==> src/rtl/pq_ctrl_pkg.sv <==
// Shared types for the priority-queue self-test: FSM states, LFSR taps, saturating counter helper.
// Pure declarations; no latency or flow control of its own.
package pq_ctrl_pkg;

    typedef enum logic [2:0] {
        ST_IDLE,
        ST_FILL,
        ST_DRAIN,
        ST_WAIT,
        ST_DONE
    } state_t;

    // Galois (right-shift) masks: x^8+x^6+x^5+x^4+1 and x^16+x^14+x^13+x^11+1
    localparam logic [7:0]  LFSR_TAPS_8  = 8'hB8;
    localparam logic [15:0] LFSR_TAPS_16 = 16'hB400;

    function automatic logic [7:0] sat_inc8(input logic [7:0] v);
        return (v == 8'hFF) ? v : v + 8'd1;
    endfunction

endpackage

==> src/rtl/pq_test_sequencer_lfsr_gen.sv <==
// Maximal-length Galois LFSR, never zero; q is the current word, advances one step per enb.
// Zero latency from state to q; no backpressure, the caller gates enb.
module lfsr_gen
    import pq_ctrl_pkg::*;
#(
    parameter int             DW   = 8,
    parameter logic [DW-1:0]  SEED = {{(DW-1){1'b0}}, 1'b1}
) (
    input  logic          clk,
    input  logic          rst,
    input  logic          enb,
    output logic [DW-1:0] q
);

    localparam logic [DW-1:0] TAPS = (DW == 16) ? DW'(LFSR_TAPS_16) : DW'(LFSR_TAPS_8);

    logic [DW-1:0] lfsr_q;
    logic [DW-1:0] lfsr_d;

    always_comb begin
        lfsr_d = lfsr_q;
        if (enb) begin
            lfsr_d = lfsr_q[0] ? ((lfsr_q >> 1) ^ TAPS) : (lfsr_q >> 1);
        end
    end

    always_ff @(posedge clk or negedge rst) begin
        if (!rst) begin
            lfsr_q <= SEED;
        end else begin
            lfsr_q <= lfsr_d;
        end
    end

    assign q = lfsr_q;

endmodule

==> src/rtl/pq_test_sequencer.sv <==
// Self-test sequencer: fills the priority queue with LFSR data, drains it, counts ordering violations.
// Strobes are combinational from state; one pop outstanding, result read POP_LAT cycles later; stalls on pq_busy/pq_full.
module pq_test_sequencer
    import pq_ctrl_pkg::*;
#(
    parameter int             DW        = 8,
    parameter int             NUM_ITEMS = 16,
    parameter logic [DW-1:0]  LFSR_SEED = DW'(8'hA5),
    parameter int             POP_LAT   = 1
) (
    input  logic          clk,
    input  logic          rst,
    input  logic          start,
    input  logic          pq_full,
    input  logic          pq_empty,
    input  logic          pq_busy,
    input  logic [DW-1:0] pq_rdata,
    output logic          pq_push,
    output logic [DW-1:0] pq_wdata,
    output logic          pq_pop,
    output logic          busy,
    output logic          done,
    output logic          pass,
    output logic [7:0]    err_count,
    output logic [7:0]    push_count,
    output logic [7:0]    pop_count
);

    localparam logic [7:0] NUM_ITEMS_C = 8'(NUM_ITEMS);
    localparam logic [1:0] LAT_LAST    = 2'(POP_LAT - 1);

    state_t        state_q, state_d;
    logic [7:0]    push_count_q, push_count_d;
    logic [7:0]    pop_count_q, pop_count_d;
    logic [7:0]    err_count_q, err_count_d;
    logic [DW-1:0] prev_q, prev_d;
    logic          prev_valid_q, prev_valid_d;
    logic [1:0]    lat_cnt_q, lat_cnt_d;
    logic          push_s;
    logic          pop_s;
    logic [DW-1:0] lfsr_val;

    lfsr_gen #(
        .DW   (DW),
        .SEED (LFSR_SEED)
    ) u_lfsr (
        .clk (clk),
        .rst (rst),
        .enb (push_s),
        .q   (lfsr_val)
    );

    always_comb begin
        state_d      = state_q;
        push_count_d = push_count_q;
        pop_count_d  = pop_count_q;
        err_count_d  = err_count_q;
        prev_d       = prev_q;
        prev_valid_d = prev_valid_q;
        lat_cnt_d    = lat_cnt_q;
        push_s       = 1'b0;
        pop_s        = 1'b0;

        case (state_q)
            ST_IDLE, ST_DONE: begin
                if (start) begin
                    push_count_d = '0;
                    pop_count_d  = '0;
                    err_count_d  = '0;
                    prev_valid_d = 1'b0;
                    state_d      = ST_FILL;
                end
            end
            ST_FILL: begin
                if (!pq_full && !pq_busy) begin
                    push_s       = 1'b1;
                    push_count_d = sat_inc8(push_count_q);
                    if (push_count_d == NUM_ITEMS_C) begin
                        state_d = ST_DRAIN;
                    end
                end else if (pq_full) begin
                    // A queue smaller than NUM_ITEMS ends the fill early; that is not a failure.
                    state_d = ST_DRAIN;
                end
            end
            ST_DRAIN: begin
                if (pq_empty) begin
                    state_d = ST_DONE;
                end else if (!pq_busy) begin
                    pop_s     = 1'b1;
                    lat_cnt_d = '0;
                    state_d   = ST_WAIT;
                end
            end
            ST_WAIT: begin
                if (lat_cnt_q == LAT_LAST) begin
                    pop_count_d = sat_inc8(pop_count_q);
                    if (prev_valid_q && (prev_q > pq_rdata)) begin
                        err_count_d = sat_inc8(err_count_q);
                    end
                    prev_d       = pq_rdata;
                    prev_valid_d = 1'b1;
                    state_d      = ST_DRAIN;
                end else begin
                    lat_cnt_d = lat_cnt_q + 2'd1;
                end
            end
            default: state_d = ST_IDLE;
        endcase
    end

    always_ff @(posedge clk or negedge rst) begin
        if (!rst) begin
            state_q      <= ST_IDLE;
            push_count_q <= '0;
            pop_count_q  <= '0;
            err_count_q  <= '0;
            prev_q       <= '0;
            prev_valid_q <= 1'b0;
            lat_cnt_q    <= '0;
        end else begin
            state_q      <= state_d;
            push_count_q <= push_count_d;
            pop_count_q  <= pop_count_d;
            err_count_q  <= err_count_d;
            prev_q       <= prev_d;
            prev_valid_q <= prev_valid_d;
            lat_cnt_q    <= lat_cnt_d;
        end
    end

    // Strobes decode from the async-reset state register, so they fall as soon as rst asserts.
    assign pq_push    = push_s;
    assign pq_pop     = pop_s;
    assign pq_wdata   = push_s ? lfsr_val : '0;
    assign busy       = (state_q == ST_FILL) || (state_q == ST_DRAIN) || (state_q == ST_WAIT);
    assign done       = (state_q == ST_DONE);
    assign pass       = done && (err_count_q == 8'd0) && (pop_count_q == push_count_q);
    assign err_count  = err_count_q;
    assign push_count = push_count_q;
    assign pop_count  = pop_count_q;

endmodule

==> config.mk <==
export PLATFORM = sky130hd
export DESIGN_NAME = pq_test_sequencer
export DESIGN_NICKNAME = d
export VERILOG_FILES = /design/src/rtl/pq_ctrl_pkg.sv /design/src/rtl/pq_test_sequencer_lfsr_gen.sv /design/src/rtl/pq_test_sequencer.sv
export SDC_FILE = /design/constraint.sdc
export NUM_CORES = 1
export LEC_CHECK = 0
export BUFFER_PORTS_ARGS = -buffer_cell sky130_fd_sc_hd__buf_4
export CORE_MARGIN = 2
export CORE_UTILIZATION = 60
export CTS_CLUSTER_DIAMETER = 40
export DETAILED_ROUTE_END_ITERATION = 12
export HOLD_SLACK_MARGIN = 0.12
export PLACE_DENSITY = 0.85
export SETUP_SLACK_MARGIN = 0.2
export SYNTH_ARGS = -nofsm -noshare
export SYNTH_HDL_FRONTEND = slang
export SYNTH_HIERARCHICAL = 1
export SYNTH_SLANG_ARGS = --single-unit
==> constraint.sdc <==
create_clock -name clk -period 5.65 [get_ports clk]
set_input_delay 0.2825 -clock clk [delete_from_list [all_inputs] [get_ports clk]]
set_output_delay 0.2825 -clock clk [all_outputs]
set_load 0.02 [all_outputs]
-- Word level (Yosys, flattened, before mapping)
Index checks and enable logic that the tools add are counted.
- equality and inequality tests: 21
- mux-type cells: 33
- order comparisons: 1
- add/sub/neg operators: 4
- bitwise gates (word level): 1
- reductions and logical operators: 22
- operators by type and width (cell ; count):
    $mux W8 ; 10
    $pmux W8 S2 ; 3
    $add A8 B1 Y8 const B ; 3
    $eq A8 B8 Y1 const B ; 3
    $mux W3 ; 7
    $ne A2 B2 Y1 const B ; 9
    $pmux W3 S4 ; 1
    $reduce_and A5 Y1 ; 2
    $ne A3 B3 Y1 const B ; 3
    $eq A8 B5 Y1 const B ; 1
    $eq A8 B8 Y1 ; 1
    $gt A8 B8 Y1 ; 1
    $logic_not A8 Y1 ; 1
    $reduce_and A4 Y1 ; 2
    $mux W1 ; 7
    $eq A3 B2 Y1 const B ; 2
    $mux W2 ; 3
    $reduce_and A3 Y1 ; 2
    $reduce_bool A2 Y1 ; 3
    $logic_and A1 B1 Y1 ; 4
    $not A3 Y4 ; 1
    $pmux W2 S2 ; 1
    $eq A3 B1 Y1 const B ; 1
    $eq A3 B3 Y1 const B ; 1
    other kinds (8) ; 10
- flip-flop bits (word level): 46
- word-level logic and storage cells: 90
- bits of input ports: 14
- output and inout port bits: 37

-- Logic depth before layout (Yosys ltp)
- word-level depth: 6
- mapped depth: 9
- depth with buffers taken out: 8

-- Hierarchy
The synthesis kept the hierarchy.
- modules (own cells, without submodules) (module ; cells an instance ; area each (µm²) ; instances):
    pq_test_sequencer ; 276 ; 2403.6 ; 1
    lfsr_gen ; 23 ; 321.6 ; 1

-- Worst setup path after synthesis
Ideal clock, no wire load.
- kind: reg2reg
- start: register state_q[1]
- end: register u_lfsr.lfsr_q[1], in the netlist u_lfsr/q[1]
- buffers on the path: 3
- period minus slack after synthesis: 2245 ps
- required time: 5525 ps
- arrival: 2120 ps
- cell stages (with the launch flop): 9
- setup time: 125 ps
- setup slack: 3405 ps
- path through: dfrtp_1 -> buf_2 -> nor2_1 -> nand2_1 -> or3_1 -> inv_2 -> clkbuf_1 -> buf_4 -> mux2_2
- cells in the longest elaborated chain, start to end: 2
- RTL lines (element ; line ; source):
    start: declaration ; pq_test_sequencer.sv:32 ; state_t state_q, state_d;
    start signal: assignment ; pq_test_sequencer.sv:122 ; state_q <= state_d;
    $eq A3 B1 Y1 ; pq_test_sequencer.sv:64 ; case (state_q)
    $mux W1 ; pq_test_sequencer.sv:64 ;
    net pq_push ; pq_test_sequencer.sv:18 ; output logic pq_push,
    end signal: assignment ; pq_test_sequencer_lfsr_gen.sv:31 ; lfsr_q <= lfsr_d;
    end: declaration ; pq_test_sequencer_lfsr_gen.sv:17 ; logic [DW-1:0] lfsr_q;
The timed path passes the listed nets, and every way through them passes these cells.
A chain may end at the register's enable or synchronous reset.

-- Final worst setup path
- start: register state_q[1]
- end: register pop_count_q[7], in the netlist pop_count[7]
- cells in the longest elaborated chain, start to end: 4
- RTL lines (element ; line ; source):
    $eq A3 B3 Y1 / $logic_not A3 Y1 (equally long branches) ; pq_test_sequencer.sv:64 ;
    $reduce_or A2 Y1 ; pq_test_sequencer.sv:64 ;
    $ne A2 B2 Y1 (no source line) / $reduce_bool A2 Y1 (equally long branches) ; -- ;
    $reduce_and A4 Y1 (no source line) ; -- ;
    end signal: assignment ; pq_test_sequencer.sv:124 ; pop_count_q <= pop_count_d;
    end: declaration ; pq_test_sequencer.sv:34 ; logic [7:0] pop_count_q, pop_count_d;
Parallel ways exist; a longest one is shown, timed or not.

==> results <==
- The flow ran to the end, and the final reports show no timing, DRC or antenna violations.
- The number of DRC violations after detailed-routing iteration 0 is 147.
- The setup violation total in the final timing report is 0.
- The largest family of logic cells by synthesized area is simple AND/OR/NAND/NOR gates.
- The initial antenna violation count is 0.
- The CTS tree is done.
- The core region is approximately 0.0044 sq mm.
- The maximum number of pins on one net before global-route repair is between 40 and 50.
- The final hold slack is roughly 0.21 ns.
- The remaining global-route overflow is 0.
- The area share of fa/ha/maj cells after synthesis is 0.0597.
- The average detailed-routed wire length per instance is ~14 microns.
- The number of synthesis warnings is 6.
- The endpoint kind of the worst setup timing path is a flop.
- The horizontal die dimension is roughly 71 microns.
- The leakage power is between 1.5 and 2 nW.
- The minimum setup slack among reg-to-reg paths is 3.06 ns.
- In the global route stage, overall resource usage came out at 0.235.
- The synthesized design contains 46 register bits.
- Tracing the worst setup path back leads to its startpoint at state_q[1]$_DFFE_PN0P_.
- The capture point of the worst reg-to-reg path is pop_count[7]$_DFFE_PN0P_.
- The min-delay analysis places its worst path in the category in2reg.
- The area share of the leading cell type in the synthesized netlist is 0.386.
- In this run, CTS created clock tree buffers numbering 5.
- The number of nets produced by synthesis is roughly 330.
- The clock tree buffer depth is 2.
- The wire length of the first global-routing pass is 9600 microns.
- The post-route clock period utilization is 0.458.
- The synthesized instance count is 299.
- Summed over all nets, the half-perimeter wirelength after detailed placement is slightly above 4000 microns.
- The compound-gate portion of the synthesized area is 0.130.
- The biggest cell delay along the critical path is between 0.7 and 0.8 ns.
- The worst voltage drop across the vdd grid is approximately 0.24 mV.
- The max-slew violation total from the final report is 0.
- The via count of the first global-routing pass is around 2100.
- The tightest slew margin relative to the limit is 0.202.
- The startpoint identified for the worst register-to-register timing path is state_q[1]$_DFFE_PN0P_.
- Setup repair after global routing left no endpoint under its margin.
- The iteration count of the initial detailed-routing pass is 4.
- The launching element type of the critical path is a flop.
- The count of placed standard cells in the final layout, fillers left out is around 400.
- The residual DRC count is 0.
- For this configuration, the core starts out at a cell density of 0.626.
- Once detail routing completed, the nets flagged for antenna violations numbered 0.
- The part of the Yosys area used for sequential elements is 0.424.
- The clock net sink count is 46.
- The number of cells traversed by the worst register-to-register path is 6.
- STA puts the critical path data required time at ~5.9 ns.
- Of the post-synthesis cell area, the part taken by muxes is 0.0510.
- The net count of the finished layout is 370.
- The number of rows created at floorplan is 24.
- The number of gates resized after CTS was 0.
- The antenna diode count is 0.
- The largest total area in the synthesized netlist belongs to sky130_fd_sc_hd__dfrtp_1.
- The synthesized netlist occupies a cell area of between 0.002 and 0.003 sq mm.
- The final-report hold violation count came to 0.
- The layout cell share with drive strength beyond 1 is 0.212.
- On the critical path, the stage with the largest delay is an instance of sky130_fd_sc_hd__nor3b_2.
- In the layout the commonest cells are sky130_fd_sc_hd__buf_4 (50), sky130_fd_sc_hd__dfrtp_1 (42), sky130_fd_sc_hd__nand2_1 (35).
- For the worst-skew pair, the clock arrives at the later sink with an insertion delay of ~0.30 ns.
- The signal on the critical path passes through nor3b_2 -> a21oi_2 -> a41oi_4 -> nand4_2 -> or4_1 -> o21ai_1.
- During I/O placement, the number of pins put on the boundary was 51.
- The clock period minus worst slack is about 2.6 ns.
- The most frequent standard cell in the layout excluding fill and tap cells is sky130_fd_sc_hd__buf_4.
- The post-synthesis to final-layout area growth is 18.1%.
- The number of enable-type register cells in the synthesized netlist is 0.
- The arrival time of the worst setup path is 2.81 ns.
- Each instance of the synthesized netlist takes up on average 9.11 sq um.
- After layout, the design draws a total of ~1.2 mW.
- Using the TritonRoute via totals, the vias-per-cell ratio works out to around 5.8.
- The final worst clock skew is about 0.010 ns.
- The pin slew with the least headroom to its limit is 1.18 ns.
- The H-tree was split into 2 levels.
- In this run the power density over the cells is 374 mW/mm^2.
- Once placement completed, the tool counted placed cells totaling 387.
- Clock-pin slew was measured on the worst setup and hold paths at ~0.090 ns.
- Along the worst path, the maximum fanout reaches 14.
- Summed over all layers, the routed wires come to 5740 microns.
- The post-route setup TNS is 0 ns.
- The synthesized netlist contains 49 unique library cells.
- By area the synthesized netlist is led by sky130_fd_sc_hd__dfrtp_1 (39%), sky130_fd_sc_hd__ha_1 (6.0%), sky130_fd_sc_hd__nand2_1 (4.8%), sky130_fd_sc_hd__dfstp_2 (3.9%), sky130_fd_sc_hd__xnor2_1 (3.5%).
- From bottom edge to top edge, the die measures between 70 and 80 microns.
- The critical path is of the reg2reg type.
- The buffer cell driving the clock tree root is sky130_fd_sc_hd__clkbuf_8.
- The fraction of the mapped netlist area in simple logic gates is 0.234.
- The number of fillers in the final layout is 346.
- The die footprint is 0.00510 sq mm.
- In the synthesized netlist the dominant register cell turns out to be sky130_fd_sc_hd__dfrtp_1.
- The destination of the critical timing path is pop_count[7]$_DFFE_PN0P_.
- The via count is between 2000 and 2500.
- The number of input and output port buffers inserted is 50.
- The share of flip-flops with an asynchronous set or reset after synthesis is 1.00.
- The tool flagged a number of max-cap violations equal to 0.
- The maximum operating frequency is approximately 390 MHz.
- The congestion estimate from routability-driven global placement came to 0.864.
- Of the total synthesized cell area, the portion taken by XOR and XNOR cells is 0.0514.
## registers in the layout (all words and copies together) (netlist names)
| name | cells |
|---|---|
| push_count | 8 |
| state_q | 3 |
| u_lfsr/q | 8 |
| prev_valid_q | 1 |
| lat_cnt_q | 2 |
| err_count | 8 |
| prev_q | 8 |
| pop_count | 8 |
## cells in the mapped netlist (6+ instances only)
| cell type | instances |
|---|---|
| sky130_fd_sc_hd__nand3_1 | 17 |
| sky130_fd_sc_hd__nand4_1 | 6 |
| sky130_fd_sc_hd__nand2_1 | 35 |
| sky130_fd_sc_hd__inv_1 | 18 |
| sky130_fd_sc_hd__nor2_1 | 21 |
| sky130_fd_sc_hd__mux2i_1 | 6 |
| sky130_fd_sc_hd__and2_1 | 9 |
| sky130_fd_sc_hd__o21ai_1 | 8 |
| sky130_fd_sc_hd__clkbuf_1 | 9 |
| sky130_fd_sc_hd__xnor2_1 | 11 |
| sky130_fd_sc_hd__mux2_2 | 6 |
| sky130_fd_sc_hd__ha_1 | 13 |
| sky130_fd_sc_hd__dfrtp_1 | 42 |
| sky130_fd_sc_hd__nor3_1 | 7 |
| sky130_fd_sc_hd__o21ai_0 | 13 |
| sky130_fd_sc_hd__a21oi_1 | 12 |
## critical path: cells and delay by family, from the launching register on
family           cells  cell delay (ns)
AO/OA/AOI/OAI        3             0.54
flip-flops           1             0.51
AND/OR/NAND/NOR      3             1.45
## how the worst min path moves through the flow
stage / start / endpoint / slack [ns] / cells past startpoint
final: pq_rdata[0] / prev_q[0]$_DFFE_PN0P_ / 0.21 / 2
after global routing: pq_rdata[0] / prev_q[0]$_DFFE_PN0P_ / 0.21 / 2
after CTS: pq_rdata[0] / prev_q[0]$_DFFE_PN0P_ / 0.21 / 2
after detailed placement: rst / err_count[5]$_DFFE_PN0P_ / 0.33 / 1
after global placement: rst / err_count[5]$_DFFE_PN0P_ / 0.32 / 1
after floorplan: rst / err_count[0]$_DFFE_PN0P_ / -0.01 / 0
## timing repair
action | in CTS | in global routing
hold endpoints to repair | 42 | 0
buffers inserted | 0 | 0
hold buffers | 1 | 0
## cells by family after synthesis
| kind of cell | after synthesis |
|---|---|
| xor gates and xnor gates | 16 |
| muxes | 13 |
| adders and majority gates | 13 |
| buffers and inverters | 33 |
| AOI/OAI and AO/OA | 55 |
| DFF | 46 |
| and+or+nand+nor | 123 |
## through the flow
step | setup slack (ns) | area [sq um] | utilization
6_report | 3.06 | 3220 | 0.739
5_1_grt | 2.89 | 3220 | 0.739
4_1_cts | 3.05 | 3220 | 0.739
3_5_place_dp | 3.07 | 3100 | 0.712
3_3_place_gp | 3.20 | 3100 | 0.712
2_1_floorplan | 3.40 | 2730 | -
## area by class of cell
cell class | count | area (sq um) | area share
Multi-Input combinational cell | 220 | 1430 | 0.446
Sequential cell | 46 | 1160 | 0.359
Timing Repair Buffer | 51 | 385 | 0.120
Clock buffer | 7 | 76.3 | 0.0237
Inverter | 19 | 71.3 | 0.0222
Tap cell | 52 | 65.1 | 0.0202
Clock inverter | 1 | 30.0 | 0.00933
## per-layer routing
layer	wire length, microns	up-vias	share of wire	GRT usage
met5	0	-	0	0
met4	55	0	0.0096	0.0608
met3	302	6	0.053	0.0450
met2	2800	61	0.49	0.379
met1	2590	1101	0.45	0.328
li1	-	1137	-	-
## power by group
group | total, mW | leakage, nW | switching (mW) | internal (mW)
logic | 0.445 | 0.864 | 0.251 | 0.194
registers | 0.515 | 0.598 | 0.0946 | 0.421
clock network | 0.243 | 0.0524 | 0.111 | 0.133
total | 1.20 | 1.51 | 0.457 | 0.747
(Power assumes the default switching activity.)
